[src/rtl/rf_dump_reader_pkg.sv]
// Shared core constants and the dump-reader state encoding.
package rf_dump_reader_pkg;

    localparam int REG_ADDR_W    = 5;
    localparam int XLEN          = 32;
    localparam int NUM_ARCH_REGS = 32;

    typedef enum logic [1:0] {
        IDLE,
        READ,
        SEND,
        DONE
    } dump_state_t;

endpackage

[src/rtl/rf_dump_reader.sv]
// Register-file dump reader: sweeps [first_idx, last_idx] over one RF read
// port and streams each value out on a valid/ready interface. The core is
// held via core_stall for the whole dump so the values form a consistent
// architectural snapshot.
module rf_dump_reader
    import rf_dump_reader_pkg::*;
#(
    parameter int NUM_REGS = NUM_ARCH_REGS,
    parameter int ADDR_W   = REG_ADDR_W,
    parameter int DATA_W   = XLEN
) (
    input  logic              clk,
    input  logic              rst,
    input  logic              start,
    input  logic [ADDR_W-1:0] first_idx,
    input  logic [ADDR_W-1:0] last_idx,
    output logic [ADDR_W-1:0] rf_addr,
    input  logic [DATA_W-1:0] rf_data,
    output logic              out_valid,
    input  logic              out_ready,
    output logic [DATA_W-1:0] out_data,
    output logic [ADDR_W-1:0] out_index,
    output logic              out_last,
    output logic              busy,
    output logic              core_stall,
    output logic              done
);

    // One extra bit so NUM_REGS == 2**ADDR_W is representable in comparisons.
    localparam logic [ADDR_W:0]   NUM_REGS_X = (ADDR_W + 1)'(NUM_REGS);
    localparam logic [ADDR_W-1:0] MAX_IDX    = ADDR_W'(NUM_REGS - 1);

    dump_state_t       state;
    dump_state_t       next_state;
    logic [ADDR_W-1:0] idx;
    logic [ADDR_W-1:0] last_r;
    logic              empty_range;
    logic [ADDR_W-1:0] last_clamped;

    // A reversed range or a first index past the register file yields zero beats.
    assign empty_range  = (first_idx > last_idx) || ({1'b0, first_idx} >= NUM_REGS_X);
    assign last_clamped = ({1'b0, last_idx} >= NUM_REGS_X) ? MAX_IDX : last_idx;

    // State register.
    always_ff @(posedge clk or negedge rst) begin
        // NOTE: sequential state uses non-blocking assignments so every flop
        // samples pre-edge values regardless of block ordering.
        if (!rst) begin
            state <= IDLE;
        end else begin
            state <= next_state;
        end
    end

    // Next-state logic; start is only honoured in IDLE.
    always_comb begin
        // NOTE: default first, so no path through the case leaves next_state
        // unassigned and infers a latch.
        next_state = state;
        case (state)
            IDLE: begin
                if (start) begin
                    next_state = empty_range ? DONE : READ;
                end
            end
            READ: next_state = SEND;
            SEND: begin
                if (out_ready) begin
                    next_state = out_last ? DONE : READ;
                end
            end
            DONE:    next_state = IDLE;
            default: next_state = IDLE;
        endcase
    end

    // Index counter and output beat registers.
    always_ff @(posedge clk or negedge rst) begin
        if (!rst) begin
            idx       <= '0;
            last_r    <= '0;
            out_data  <= '0;
            out_index <= '0;
            out_last  <= 1'b0;
        end else begin
            case (state)
                IDLE: begin
                    if (start) begin
                        idx    <= first_idx;
                        last_r <= last_clamped;
                    end
                end
                READ: begin
                    out_data  <= rf_data;
                    out_index <= idx;
                    out_last  <= (idx == last_r) || (idx == MAX_IDX);
                end
                SEND: begin
                    if (out_ready && !out_last) begin
                        idx <= idx + ADDR_W'(1);
                    end
                end
                default: ;
            endcase
        end
    end

    // The read address follows idx in every state, so it only moves when idx does.
    assign rf_addr    = idx;
    assign out_valid  = (state == SEND);
    assign busy       = (state != IDLE);
    assign core_stall = busy;
    assign done       = (state == DONE);

endmodule

[config.mk]
export PLATFORM = sky130hd
export DESIGN_NAME = rf_dump_reader
export DESIGN_NICKNAME = d
export VERILOG_FILES = /design/src/rtl/rf_dump_reader_pkg.sv /design/src/rtl/rf_dump_reader.sv
export SDC_FILE = /design/constraint.sdc
export NUM_CORES = 1
export LEC_CHECK = 0
export ABC_AREA = 1
export CAP_MARGIN = 20
export CORE_MARGIN = 4
export CORE_UTILIZATION = 32
export CTS_BUF_LIST = sky130_fd_sc_hd__clkbuf_8
export DETAILED_ROUTE_END_ITERATION = 6
export PLACE_DENSITY = 0.73
export SLEW_MARGIN = 20
export SYNTH_ARGS = -nofsm -noshare
export SYNTH_HDL_FRONTEND = slang
export SYNTH_SLANG_ARGS = --single-unit
[constraint.sdc]
create_clock -name clk -period 1.3 [get_ports clk]
set_input_delay 0.39 -clock clk [delete_from_list [all_inputs] [get_ports clk]]
set_output_delay 0.39 -clock clk [all_outputs]
set_load 0.02 [all_outputs]
# Word-level counts from Yosys, hierarchy flattened
# Cells that the tools add are included.
# Widths: inputs -> output; s select.
[totals]
reg_bits = 50
in_bits = 46
output_inout_bits = 47
wordCells = 33
[op_classes]
addsub = 1
magnitude_cmp = 1
eq_ne = 8
muxes = 8
reduce_logical = 9
[ops]
columns = ["operator", "count"]
rows = [
  ["$mux 5", 2],
  ["$pmux 5 s2", 1],
  ["$mux 2", 4],
  ["$pmux 2 s4", 1],
  ["$add 5x1->5 const B", 1],
  ["$eq 5x5->1", 1],
  ["$eq 5x5->1 const B", 1],
  ["$gt 5x5->1", 1],
  ["$eq 2x2->1 const B", 2],
  ["$ne 2x1->1 const B", 2],
  ["$reduce_and 2->1", 2],
  ["$reduce_bool 2->1", 2],
  ["$reduce_and 3->1", 1],
  ["$eq 2x1->1 const B", 1],
  ["$logic_not 2->1", 1],
  ["$ne 2x2->1 const B", 1],
  ["$logic_and 1x1->1", 1],
  ["$logic_not 1->1", 1],
  ["$logic_or 1x1->1", 1],
]

# Depth between registers and ports, before layout
[logic_depth]
depth_word = 4
ltp_mapped = 8
depth_no_buf = 8

# Worst setup path after synthesis
# No wires, ideal clock.
[synth_path]
kind = "register to register"
startpoint = "register idx[0] (netlist: rf_addr[0])"
endpoint = "register idx[4] (netlist: rf_addr[4])"
setup_ns = 0.127
t_arrival_ns = 1.462
required_time_ns = 1.173
slack_ns = -0.288
path_stages_with_launch = 8
n_path_buf = 0
period_less_slack_ns = 1.588
cell_sequence = "dfrtp_1 > ha_1 > nand2_1 > nor2_1 > ha_1 > or2_0 > o211ai_1 > o21ai_1"
[synth_between]
elab_chain_len = 3
[synth_lines]
columns = ["item", "line_no", "text"]
rows = [
  ["start, declared", "rf_dump_reader.sv:35", "logic [ADDR_W-1:0] idx;"],
  ["start signal, assigned", "rf_dump_reader.sv:89", "idx <= first_idx;"],
  ["start signal, assigned", "rf_dump_reader.sv:100", "idx <= idx + ADDR_W'(1);"],
  ["$add 5x1->5", "rf_dump_reader.sv:100", ""],
  ["$mux 5", "rf_dump_reader.sv:99", "if (out_ready && !out_last) begin"],
  ["$pmux 5 s2", "rf_dump_reader.sv:86", "case (state)"],
]
# Every way passes these cells. The select of a mux whose other input is x is not followed.
# A chain may end at the register's enable or synchronous reset.

# Final worst setup path
[layout_path]
startpoint = "register idx[1] (netlist: rf_addr[1])"
endpoint = "register idx[4] (netlist: rf_addr[4])"
# The elaborated chain is that of the path after synthesis.

==> results.md <==
* GRT Total Usage at 0.1431
* Worst endpoint data arrival time at 1.65 ns
* Cell Rows at 30
* Sequential share of power at 0.319
* Initial core utilization at 0.3322
* DR WL/cell at 12.26 um
* Switching part of the total at 0.4407
* Setup Viol. Count Final at 23
* Port Buf Inserts at between 90 and 100
* Worst slack at placement at -0.4002 ns
* Total global routing overflow at 0
* Via-per-instance ratio at 4.267
* Failing checks: setup timing
* Buf/Inv on CP at 0
* Worst path top cell family by delay: flip-flops
* Number of filler cells placed in the layout at just under 700
* First-pass GRT wire length at just under 10000 um
* Pin count of the biggest net entering global routing at 51
* P_int at 0.004846 W
* Worst Setup End Kind: flip-flop
* Post-synthesis sequential area ratio at 0.5513
* Area added between synthesis and finish at 56.62%
* Nets@finish at 455
* WL final at 6120 um
* Slew @ Worst Pin at around 0.28 ns
* Hpwl dp at 4448 um
* Clock power share at 0.105
* Netlist cell types at 23
* Final Hold Fails at 0
* Part of the cycle the worst path needs at 1.130
* CP Class: reg -> reg
* Antenna Violating Nets Remaining at 0
* Worst path cell trace: ha_4, nand2_1, nor2_1, ha_1, or2_0, o211ai_1, o21ai_1
* CTS H-tree lvls at 2
* Required @ worst endpoint at between 1 and 1.5 ns
* Core area at 0.006832 mm2
* Commonest non-fill, non-tap cell in the layout: nand2_1
* Root buffer cell: clkbuf_8
* Worst clock skew at between 0.004 and 0.005 ns
* Met3 Usage GRT at 0.03527
* Die width at 92.22 um
* Clk Latency, worst-skew pair at 0.29 ns
* GRT busiest layer: met2
* CTS sink count at 50
* Routed vias at 2129
* Slew Viols, Final at 0
* Worst min path class: in -> async
* Pre-antenna DRT Iters at 4
* Initial antenna violation count at 0
* Fin util at 0.5203
* Starting DRT DRC Count at 43
* Multi-input combinational cell area at 935.9 um2
* Max Root-Sink Buffers at 2
* Placer Congestion at about 0.77
* Maximum VDD drop at 1.058 mV
* Die Span Y at ~92 um
* P per Cell Area at 2437 mW/mm2
* Slew HR at 0.8155
* Share of layout cells above drive strength 1 at 0.2829
* Net Sw Power at 0.003818 W
* CTS tree: yes
* Mapped Nets at between 300 and 400
* DRC viols at 0
* Vias in the first global route at 2082
* Minimum clock period at about 1.5 ns
* Run status: finished, violations left
* Synthesized area per cell at 8.283 um2
* Clock slew seen by the registers of the worst setup and hold paths at 0.09 ns
* Antenna Diode Count at 0
* LEAKAGE at 1.921 nW
* Count of maximum capacitance violations at 0
* #FFs+latches synth at 50
* RSZ-0062 raised after global routing: true
* Met1 Use GR at 0.1698
* Worst Path Max Fanout at 3
* Achievable Freq at 680.9 MHz
* Post-Syn Area at 0.002270 mm2
* Hold-fix buffers, CTS at 0
* Io pins at 93
* Num CTS Buffers at 5
* Syn Inst Count at 274
* Register area at around 0.0013 mm2
* Logic pwr share at 0.576
* Slowest CP cell: dfrtp_2
* Setup crit start kind: flip-flop
* Slowest cell delay on critical path at 0.45 ns
* Met2 Use GR at 0.2536
* Most frequent cells in the layout: 134 x nand2_1, 48 x dfrtp_1, 40 x buf_2
* Synth warn at 0
* Die ar. at 0.008505 mm2
* Final Worst Setup Slack at -0.1686 ns
[through the flow]
stage	hold slack (ns)	TNS (ns)	power [W]	instance area [um2]	std cells
2_1_floorplan	0.09441	-0.1639	0.005458	2285	274
3_3_place_gp	0.4003	-4.355	0.007891	3496	479
3_5_place_dp	0.4037	-4.644	0.008010	3496	479
4_1_cts	0.07286	-0.9897	0.008573	3478	495
5_1_grt	0.08200	-4.885	0.009393	3555	499
6_report	0.07453	-1.138	0.008664	3555	499
[synthesized netlist by cell type, drive strengths merged]
master	number	area share
nand2	138	0.23
nor2	10	0.023
a21oi	4	0.0088
o211ai	3	0.0099
inv	23	0.038
nand3	6	0.015
xnor2	1	0.0039
or2	3	0.0083
ha	7	0.039
nand4	1	0.0028
dfrtp	50	0.55
o21bai	1	0.0033
buf	10	0.023
o21ai	16	0.040
xor2	1	0.0039
[sequential cells by signal, summed over array words and instances, names as in the netlist]
register,cells
out_index,5
last_r,5
out_data,32
out_last,1
rf_addr,5
state,2
[power by group through the flow]
| stage | Combinational [W] | Sequential, W | Clock (W) |
|---|---|---|---|
| floorplan | 0.00184 | 0.00362 | 0 |
| global placement | 0.00510 | 0.00279 | 0 |
| detailed placement | 0.00518 | 0.00283 | 0 |
| CTS | 0.00484 | 0.00276 | 0.000972 |
| global route | 0.00550 | 0.00287 | 0.00102 |
| finish | 0.00499 | 0.00276 | 0.000910 |
[routing by layer]
layer,share of wire,vias to the layer above
met5,0,-
li1,-,1094
met2,0.50,59
met1,0.43,968
met4,0.014,0
met3,0.055,8
[repair_timing]
item                                    4_1_cts  5_1_grt
setup buffers                                 9        3
gates resized for setup                     212       12
hold endpoints to repair                      0        0
pin swaps                                    11        5
gates cloned                                  0        2
endpoints found under the setup margin       52       54
[logic make-up (layout without fill, tap and decap cells)]
logic type                 after synthesis  in the layout  share of synthesized area
and+or+nand+nor                        158            158                     0.2789
AOI/OAI and AO/OA                       24             24                    0.06230
DFF                                     50             50                     0.5513
buffers and inverters                   33            162                    0.06119
xor gates and xnor gates                 2              2                   0.007719
adders and majority gates                7              7                    0.03859
[worst paths after layout]
path                                    startpoint                  endpoint  slack, ns  cells past startpoint
setup / recovery            rf_addr[1]$_DFFE_PN0P_    rf_addr[4]$_DFFE_PN0P_      -0.17                      7
hold / removal                                 rst  out_data[26]$_DFFE_PN0P_       0.07                      2
setup reg to reg            rf_addr[1]$_DFFE_PN0P_    rf_addr[4]$_DFFE_PN0P_      -0.17                      7
hold reg to reg            out_data[1]$_DFFE_PN0P_   out_data[1]$_DFFE_PN0P_       0.47                      2
max in group asynchronous                      rst    rf_addr[0]$_DFFE_PN0P_       0.98                      2
min in group clk           out_data[1]$_DFFE_PN0P_   out_data[1]$_DFFE_PN0P_       0.47                      2
[worst reg2reg max path, stage by stage, from the launching register on]
cell      delay, ns
dfrtp_2        0.45
ha_4           0.17
nand2_1        0.06
nor2_1         0.04
ha_1           0.25
or2_0          0.20
o211ai_1       0.09
o21ai_1        0.10
[layout make-up]
cell class,count,share of cell area
sequential,50,0.3527
timing repair buffer,131,0.2995
multi-input combinational,191,0.2633
tap,96,0.03379
inverter,23,0.02499
clock buffer,6,0.02323
clock inverter,2,0.002464
Note: power is estimated with default switching activity, not from simulation.
